<file path="src/rtl/period_phase_scheduler_if.sv">
// Bus bundle for period_phase_scheduler: run control, config write port and
// the scheduled period outputs. The DUT side uses the slave modport.
interface period_phase_scheduler_if;
  logic       i_enable;
  logic [7:0] i_prescale;
  logic       i_cfgWrite;
  logic [2:0] i_cfgAddr;
  logic [7:0] i_cfgData;
  logic       o_cfgAck;
  logic       o_cfgErr;
  logic [3:0] o_phaseStrobe;
  logic [3:0] o_periodPhased;
  logic [3:0] o_periodEdge;
  logic       o_busy;
  logic [1:0] o_state;

  modport slave (
    input  i_enable, i_prescale, i_cfgWrite, i_cfgAddr, i_cfgData,
    output o_cfgAck, o_cfgErr, o_phaseStrobe, o_periodPhased, o_periodEdge,
           o_busy, o_state
  );

  modport master (
    output i_enable, i_prescale, i_cfgWrite, i_cfgAddr, i_cfgData,
    input  o_cfgAck, o_cfgErr, o_phaseStrobe, o_periodPhased, o_periodEdge,
           o_busy, o_state
  );
endinterface

</file>
<file path="src/rtl/period_phase_scheduler.sv">
// Round-robin scheduler for four staggered period outputs. A prescaler makes
// service ticks; each tick services one channel, toggling it when its count expires.
module period_phase_scheduler #(
  parameter logic [7:0] c_DEFAULT_HALF = 8'd99,
  parameter logic [7:0] c_START0       = 8'd49,
  parameter logic [7:0] c_START1       = 8'd0,
  parameter logic [7:0] c_START2       = 8'd49,
  parameter logic [7:0] c_START3       = 8'd0,
  parameter logic [3:0] c_INIT_LEVEL   = 4'b1100
) (
  input logic                   i_clock,
  input logic                   i_reset,
  period_phase_scheduler_if.slave bus
);

  typedef enum logic [1:0] {
    S_IDLE = 2'd0,
    S_ARM  = 2'd1,
    S_RUN  = 2'd2,
    S_HALT = 2'd3
  } state_t;

  state_t     state_q;
  logic [1:0] phase_q;
  logic [7:0] pre_cnt_q;
  logic [7:0] pre_lat_q;
  logic [7:0] half_q [4];
  logic [7:0] off_q  [4];
  logic [7:0] cnt_q  [4];
  logic [3:0] lvl_q;
  logic [3:0] strobe_q;
  logic [3:0] edge_q;
  logic       ack_q;
  logic       err_q;
  logic       busy_q;

  logic tick_d;
  logic hit_d;
  logic halt_done_d;
  logic cfg_ok_d;

  assign tick_d      = (pre_cnt_q == pre_lat_q);
  assign hit_d       = (cnt_q[phase_q] >= half_q[phase_q]);
  // HALT stops once the rotation is back at ch0, i.e. after ch3 was serviced.
  assign halt_done_d = (state_q == S_HALT) && (phase_q == 2'd0);
  assign cfg_ok_d    = (state_q == S_IDLE);

  // Config port: i_cfgWrite is a single-cycle request, always answered one
  // cycle later by exactly one of o_cfgAck (applied) or o_cfgErr (dropped).
  always_ff @(posedge i_clock or posedge i_reset) begin
    if (i_reset) begin
      state_q   <= S_IDLE;
      phase_q   <= 2'd0;
      pre_cnt_q <= 8'd0;
      pre_lat_q <= 8'd0;
      half_q    <= '{c_DEFAULT_HALF, c_DEFAULT_HALF, c_DEFAULT_HALF, c_DEFAULT_HALF};
      off_q     <= '{c_START0, c_START1, c_START2, c_START3};
      cnt_q     <= '{8'd0, 8'd0, 8'd0, 8'd0};
      lvl_q     <= c_INIT_LEVEL;
      strobe_q  <= 4'd0;
      edge_q    <= 4'd0;
      ack_q     <= 1'b0;
      err_q     <= 1'b0;
      busy_q    <= 1'b0;
    end else begin
      strobe_q <= 4'd0;
      edge_q   <= 4'd0;
      ack_q    <= bus.i_cfgWrite && cfg_ok_d;
      err_q    <= bus.i_cfgWrite && !cfg_ok_d;
      if (bus.i_cfgWrite && cfg_ok_d) begin
        if (!bus.i_cfgAddr[2]) half_q[bus.i_cfgAddr[1:0]] <= bus.i_cfgData;
        else                   off_q[bus.i_cfgAddr[1:0]]  <= bus.i_cfgData;
      end
      case (state_q)
        S_IDLE: begin
          busy_q <= bus.i_enable;
          if (bus.i_enable) state_q <= S_ARM;
        end
        S_ARM: begin
          cnt_q     <= off_q;
          lvl_q     <= c_INIT_LEVEL;
          pre_lat_q <= bus.i_prescale;
          pre_cnt_q <= 8'd0;
          phase_q   <= 2'd0;
          busy_q    <= 1'b1;
          state_q   <= S_RUN;
        end
        default: begin
          if (halt_done_d) begin
            busy_q  <= 1'b0;
            state_q <= S_IDLE;
          end else begin
            busy_q    <= 1'b1;
            pre_cnt_q <= tick_d ? 8'd0 : pre_cnt_q + 8'd1;
            if (tick_d) begin
              strobe_q <= 4'b0001 << phase_q;
              phase_q  <= phase_q + 2'd1;
              if (hit_d) begin
                lvl_q[phase_q]  <= ~lvl_q[phase_q];
                edge_q[phase_q] <= 1'b1;
                cnt_q[phase_q]  <= 8'd0;
              end else begin
                cnt_q[phase_q]  <= cnt_q[phase_q] + 8'd1;
              end
            end
            if (state_q == S_RUN && !bus.i_enable) state_q <= S_HALT;
          end
        end
      endcase
    end
  end

  assign bus.o_cfgAck       = ack_q;
  assign bus.o_cfgErr       = err_q;
  assign bus.o_phaseStrobe  = strobe_q;
  assign bus.o_periodPhased = lvl_q;
  assign bus.o_periodEdge   = edge_q;
  assign bus.o_busy         = busy_q;
  assign bus.o_state        = state_q;

endmodule

</file>
<file path="src/flat_wrapper.sv">
// flat-port wrapper written by rule: the top's interface ports become plain ports
module period_phase_scheduler_flat 
#(
  parameter logic [7:0] c_DEFAULT_HALF = 8'd99,
  parameter logic [7:0] c_START0       = 8'd49,
  parameter logic [7:0] c_START1       = 8'd0,
  parameter logic [7:0] c_START2       = 8'd49,
  parameter logic [7:0] c_START3       = 8'd0,
  parameter logic [3:0] c_INIT_LEVEL   = 4'b1100
)
  (i_clock, i_reset, bus_i_enable, bus_i_prescale, bus_i_cfgWrite, bus_i_cfgAddr, bus_i_cfgData, bus_o_cfgAck, bus_o_cfgErr, bus_o_phaseStrobe, bus_o_periodPhased, bus_o_periodEdge, bus_o_busy, bus_o_state);
  period_phase_scheduler_if bus_i ();
  input logic i_clock;
  input logic i_reset;
  input wire logic [$bits(bus_i.i_enable)-1:0] bus_i_enable;
  input wire logic [$bits(bus_i.i_prescale)-1:0] bus_i_prescale;
  input wire logic [$bits(bus_i.i_cfgWrite)-1:0] bus_i_cfgWrite;
  input wire logic [$bits(bus_i.i_cfgAddr)-1:0] bus_i_cfgAddr;
  input wire logic [$bits(bus_i.i_cfgData)-1:0] bus_i_cfgData;
  output wire logic [$bits(bus_i.o_cfgAck)-1:0] bus_o_cfgAck;
  output wire logic [$bits(bus_i.o_cfgErr)-1:0] bus_o_cfgErr;
  output wire logic [$bits(bus_i.o_phaseStrobe)-1:0] bus_o_phaseStrobe;
  output wire logic [$bits(bus_i.o_periodPhased)-1:0] bus_o_periodPhased;
  output wire logic [$bits(bus_i.o_periodEdge)-1:0] bus_o_periodEdge;
  output wire logic [$bits(bus_i.o_busy)-1:0] bus_o_busy;
  output wire logic [$bits(bus_i.o_state)-1:0] bus_o_state;
  assign bus_i.i_enable = bus_i_enable;
  assign bus_i.i_prescale = bus_i_prescale;
  assign bus_i.i_cfgWrite = bus_i_cfgWrite;
  assign bus_i.i_cfgAddr = bus_i_cfgAddr;
  assign bus_i.i_cfgData = bus_i_cfgData;
  assign bus_o_cfgAck = bus_i.o_cfgAck;
  assign bus_o_cfgErr = bus_i.o_cfgErr;
  assign bus_o_phaseStrobe = bus_i.o_phaseStrobe;
  assign bus_o_periodPhased = bus_i.o_periodPhased;
  assign bus_o_periodEdge = bus_i.o_periodEdge;
  assign bus_o_busy = bus_i.o_busy;
  assign bus_o_state = bus_i.o_state;
  period_phase_scheduler #(.c_DEFAULT_HALF(c_DEFAULT_HALF), .c_START0(c_START0), .c_START1(c_START1), .c_START2(c_START2), .c_START3(c_START3), .c_INIT_LEVEL(c_INIT_LEVEL)) u_core (.i_clock(i_clock), .i_reset(i_reset), .bus(bus_i));
endmodule
</file>
<file path="config.mk">
export PLATFORM = sky130hd
export DESIGN_NAME = period_phase_scheduler_flat
export DESIGN_NICKNAME = d
export VERILOG_FILES = /design/src/rtl/period_phase_scheduler_if.sv /design/src/rtl/period_phase_scheduler.sv /design/src/flat_wrapper.sv
export SDC_FILE = /design/constraint.sdc
export NUM_CORES = 1
export LEC_CHECK = 0
export CAP_MARGIN = 20
export CORE_ASPECT_RATIO = 0.7
export CORE_MARGIN = 2
export CORE_UTILIZATION = 35
export DETAILED_ROUTE_END_ITERATION = 8
export PLACE_DENSITY_LB_ADDON = 0.1
export SYNTH_ARGS = -nofsm -noshare
export SYNTH_HDL_FRONTEND = slang
export SYNTH_SLANG_ARGS = --single-unit
</file>
<file path="constraint.sdc">
create_clock -name i_clock -period 5 [get_ports i_clock]
set_clock_uncertainty 0.2 [all_clocks]
set_input_delay 1 -clock i_clock [delete_from_list [all_inputs] [get_ports i_clock]]
set_output_delay 1 -clock i_clock [all_outputs]
set_load 0.03 [all_outputs]
</file>
## Word-level counts from Yosys, hierarchy flattened

Index checks and enable logic that the tools add are counted.

- Bits in registers: 131
- Input bits: 23
- Output and inout port bits: 17

- $add $sub $neg: 3
- Order comparisons: 7
- Equal/unequal tests: 6
- Shifts and indexed selects: 1
- Multiplexer cells: 45
- Bitwise logic cells: 7
- Reduce and logical (&&, ||, !) cells: 21

Operator list:

| kind | number |
|---|---|
| bitwise mux 32 bit | 3 |
| 2-to-1 mux 32 bit | 3 |
| 2-to-1 mux 8 bit | 8 |
| one-hot mux 32 bit (2 select lines) | 1 |
| 2-to-1 mux 4 bit | 10 |
| bitwise AND 32 bit | 1 |
| binary-select mux 8 bit (select 2 bit) | 2 |
| demux 8 bit (select 2 bit) | 2 |
| inverter 32 bit | 1 |
| adder 8 x 1 -> 8 bit, second input constant | 2 |
| one-hot mux 8 bit (2 select lines) | 1 |
| 2-to-1 mux 2 bit | 5 |
| equality test 8 bit | 1 |
| >= comparator 8 bit | 1 |
| one-hot mux 2 bit (2 select lines) | 2 |
| one-hot mux 4 bit (2 select lines) | 1 |
| AND reduction 2 bit | 4 |
| logical AND 1 bit | 7 |
| >= comparator 3 bit, second input constant | 2 |
| < comparator 3 x 1 -> 1 bit, second input constant | 2 |
| inverter 2 -> 3 bit | 2 |
| bitwise mux 4 bit | 1 |
| equality test 2 bit, second input constant | 2 |
| zero test 2 bit | 2 |
| 17 further kinds | 24 |

## Logic depth before layout (Yosys ltp)

- Depth in word-level cells: 11
- Depth in mapped cells: 13
- Depth with buffers taken out: 9

## Worst setup path after synthesis

OpenSTA, ideal clock, no wires.

- Kind: register to register
- Start point: reg u_core.phase_q[0]
- End point: reg u_core.cnt_q[15] (netlist bit)
- Library setup time: 0.131 ns
- Arrival time: 2.830 ns
- Required time: 4.669 ns
- Slack: 1.839 ns
- Stages on the path, launching flop included: 13
- Path buffers: 3
- Period minus slack after synthesis: 3.161 ns
- Path through: dfrtp_1 buf_6 buf_2 mux4_2 inv_1 ha_1 or3_1 a21oi_1 o31ai_1 buf_6 o21ai_0 a211oi_2 a2bb2oi_2

- Cells in the longest elaborated chain, start to end: 11

Ends and longest elaborated chain:

| element | RTL line | RTL |
|---|---|---|
| from (decl) | period_phase_scheduler.sv:24 | `logic [1:0] phase_q;` |
| from (signal assigned) | period_phase_scheduler.sv:97 | `phase_q <= phase_q + 2'd1;` |
| parallel branches: the longest is 11 deep, another holds adder 8 x 1 -> 8 bit | -- |  |
| to (signal assigned) | period_phase_scheduler.sv:58 | `cnt_q <= '{8'd0, 8'd0, 8'd0, 8'd0};` |
| to (signal assigned) | period_phase_scheduler.sv:80 | `cnt_q <= off_q;` |
| to (signal, indexed assignment) | period_phase_scheduler.sv:103 | `cnt_q[phase_q] <= cnt_q[phase_q] + 8'd1;` |
| to (decl) | period_phase_scheduler.sv:29 | `logic [7:0] cnt_q [4];` |

Parallel ways; which one is timed is not known. The select of a mux whose other input is x is not followed.
A chain may end at the register's enable or synchronous reset.

## Worst setup path after layout

- Start point: reg u_core.phase_q[0]
- End point: reg u_core.cnt_q[23] (netlist bit)

Same word-level chain as after synthesis.

==> impl_metrics.toml <==
[synth]
synth_top_area_cell = "dfrtp_1"
avgSynthCellArea_um2 = 12.3
yosysSeqAreaShare_pct = 52.8
syn-num-nets = 548
synth-seq-cells = 131
synth.top_cell.area_share_pct = 42.7
synthTopCellsByArea = "dfrtp_1 43%, mux2_2 12%, dfstp_2 10%"
syn_area_um2 = 6270
synth.distinct_cells = 52
synthArstFlopShare_pct = 100
synthCells = 511
yosysWarnings = 0
synth-edff-count = 0
synthFlopType = "dfrtp_1"

[outcome]
status = "finished clean"

[power]
switchingPower_uw = 1660
powerDensity_nw_per_um2 = 627
irDropWorstVdd_uv = 190
power.leakage_uw = 0.00324
p_clk_share_pct = 26.5
pwr-share-comb_pct = 34.5
seq_power_share_pct = 39.0
switching_share_pct = 35.2
p_int_uw = 3050

[layout]
fin_nets = 591
diodes = 0
layout-drive-gt1-share_pct = 27.0
design_area_um2 = 7520
multiInputGateArea_um2 = 2790
ff_latch_area_um2 = 3310
n_fill_cell = 1598
area_growth_syn_to_layout_pct = 19.9

[global_routing]
grt_max_degree = 70
grt_pass1_wl_um = 26400
overflow = 0
antenna_found_initial = 0
grt_usage_pct = 18.9
first_global_vias = 4393

[clock_tree]
clockBufferDepth = 2
cts_hold_buffers = 0
clkLatencyLatePin_ns = 0.42
htreeDepth = 4
postCtsSetupBuffers = 0
clock_sinks = 131
cts_buffers = 17
path_clk_slew_ns = 0.06
cts_tree = "built"
cts_resized = 0
cts_root_buffer = "clkbuf_16"

[timing]
min_period_ns = 3.54
tns_ns = 0
fin_crit_sh_pct = 70.9
finalMaxSlewViolations = 0
relSlewSlack_pct = 34.8
max_freq_mhz = 282
tightest_slew_ns = 0.978
setup_viol = 0
rsz0062_at_grt = "false"
hold_viol = 0

[placed_design]
port-buffer-count = 39
routabilityCongestion = 0.882
placed_cell_area_um2 = 6920
dp_hpwl_um = 11600

[critical_path]
cp_slowest_cell = "mux4_2"
arrival_ns = 3.67
crit_path_cell_trace = "buf_4 > mux4_2 > ha_1 > or4_1 > a21oi_2 > o31ai_1 > buf_4 > and3_1 > a211o_1 > a32oi_1"
required_ns = 5.12
critPathTopFamily = "simple AND/OR/NAND/NOR gates"
path_max_fanout = 13
crit_cells = 10
critical-path-max-stage-delay_ns = 0.62
path_buf_inv = 2
path_common_cell = "buf_4"
r2r_cells = 10
cp-start-kind = "flop"
worst_setup_path_end_kind = "flop"
crit_type = "flop to flop"

[drt]
wl_per_cell_um = 20.9
vias_per_cell = 5.44
drt_iter0_markers = 322
drc = 0
routed-via-count = 4340
drt_wl_total_um = 16700
first_pass_iters = 5
ant_nets = 0

[hold_path]
hold_depth = 1
min_path_type = "flop to flop"

[flow_run]
max_cap_viol_count = 0

[die]
coreArea_um2 = 17400
start_util_pct = 36.1
rows = 40
die_h_um = 116
die-area_um2 = 19000
die-width_um = 164
io_pins = 40
power by group through the flow:
stage / Sequential, uW / Combinational [uW] / Clock (uW)
2_1_floorplan: 1760 / 1200 / 0
3_3_place_gp: 1840 / 1570 / 0
3_5_place_dp: 1840 / 1620 / 0
4_1_cts: 1830 / 1620 / 1280
5_1_grt: 1890 / 1790 / 1330
6_report: 1840 / 1630 / 1250
Yosys cell counts (2+ instances only):
| master | number |
|---|---|
| nand4_1 | 7 |
| a22oi_1 | 6 |
| mux2i_1 | 6 |
| a21o_1 | 3 |
| buf_6 | 2 |
| mux4_1 | 3 |
| nor2b_1 | 6 |
| buf_2 | 6 |
| a221o_1 | 2 |
| nand3_1 | 13 |
| mux2_2 | 65 |
| clkbuf_1 | 13 |
| nand2b_1 | 7 |
| and2_1 | 8 |
| o31ai_1 | 2 |
| a32o_1 | 8 |
| a21oi_1 | 4 |
| o21ai_0 | 20 |
| mux4_2 | 13 |
| xnor2_1 | 12 |
| a221oi_1 | 2 |
| inv_1 | 20 |
| a22o_1 | 10 |
| dfstp_2 | 24 |
| a32oi_1 | 2 |
| nand2_1 | 64 |
| o211ai_1 | 8 |
| a211o_1 | 2 |
| and3_1 | 9 |
| xor2_1 | 6 |
| ha_1 | 14 |
| dfrtp_1 | 107 |
| a21boi_0 | 2 |
| nor2_1 | 15 |
| a2bb2oi_1 | 3 |
layout by cell type (no fill, tap or decap), drive strengths merged, types with 5 or more instances in the layout:
| master | netlist | routed |
|---|---|---|
| nor2b | 6 | 6 |
| a32o | 8 | 8 |
| a21oi | 5 | 5 |
| dfrtp | 107 | 107 |
| inv | 20 | 23 |
| dfstp | 24 | 24 |
| a22o | 10 | 10 |
| clkdlybuf4s50 | 0 | 39 |
| o21ai | 20 | 20 |
| mux2i | 6 | 6 |
| clkbuf | 13 | 19 |
| xor2 | 7 | 7 |
| mux2 | 65 | 65 |
| and3 | 10 | 10 |
| ha | 14 | 14 |
| buf | 10 | 8 |
| nand2b | 7 | 7 |
| mux4 | 16 | 16 |
| nor2 | 15 | 15 |
| nand2 | 65 | 65 |
| nand4 | 7 | 7 |
| nand3 | 13 | 13 |
| a22oi | 6 | 6 |
| o211ai | 8 | 8 |
| xnor2 | 12 | 12 |
| and2 | 8 | 8 |
stage by stage:
step / power (uW) / hold slack, ns / util (%) / instances / setup slack [ns]
5_1_grt: 5010 / 0.305 / 43.3 / 798 / 1.28
3_3_place_gp: 3410 / 0.282 / 39.9 / 766 / 1.62
3_5_place_dp: 3460 / 0.279 / 39.9 / 766 / 1.48
2_1_floorplan: 2960 / 0.260 / - / 511 / 0.342
6_report: 4710 / 0.301 / 43.3 / 798 / 1.46
4_1_cts: 4730 / 0.300 / 43.3 / 798 / 1.46
logic make-up after synthesis:
| logic type | Yosys count | synth area share (%) |
|---|---|---|
| AND/OR/NAND/NOR | 137 | 10.5 |
| AO/OA/AOI/OAI | 80 | 9.64 |
| flip-flops | 131 | 52.8 |
| buffers and inverters | 43 | 2.99 |
| adder cells (fa/ha/maj) | 14 | 2.79 |
| multiplexers | 87 | 18.6 |
| XOR/XNOR | 19 | 2.77 |
sequential cells by signal, summed over array words and instances, names as in the netlist, 2 cells and up:
signal,count
u_core.cnt_q,32
u_core.pre_lat_q,8
u_core.phase_q,2
u_core.bus.o_periodEdge,4
u_core.pre_cnt_q,8
u_core.bus.o_phaseStrobe,4
u_core.bus.o_periodPhased,4
u_core.bus.o_state,2
u_core.half_q,32
u_core.off_q,32
cell type report:
cell class	instances	share of cell area, %
flip-flops and latches	131	44.0
clock inverters	13	2.01
inverters	20	1.03
well taps	231	3.84
clock buffers	19	5.89
repair buffers	47	6.16
multi-input cells	337	37.1
worst paths after layout:
path / start / endpoint / slack [ns]
max in group asynchronous: i_reset / u_core.off_q[24] / 2.82
setup / recovery: u_core.phase_q[0] / u_core.cnt_q[23] / 1.46
setup reg to reg: u_core.phase_q[0] / u_core.cnt_q[23] / 1.46
hold / removal: u_core.cnt_q[0] / u_core.cnt_q[0] / 0.30
min in group asynchronous: i_reset / u_core.bus.o_periodEdge[3] / 0.89
hold reg to reg: u_core.cnt_q[0] / u_core.cnt_q[0] / 0.30
layer usage:
layer,GRT usage (%),vias up,wire [um]
met3,5.40,19,1210
met1,29.9,2206,8580
met2,24.7,171,6700
met5,0,-,0
li1,-,1944,-
met4,5.09,0,208
Note: power is estimated with default switching activity, not from simulation.
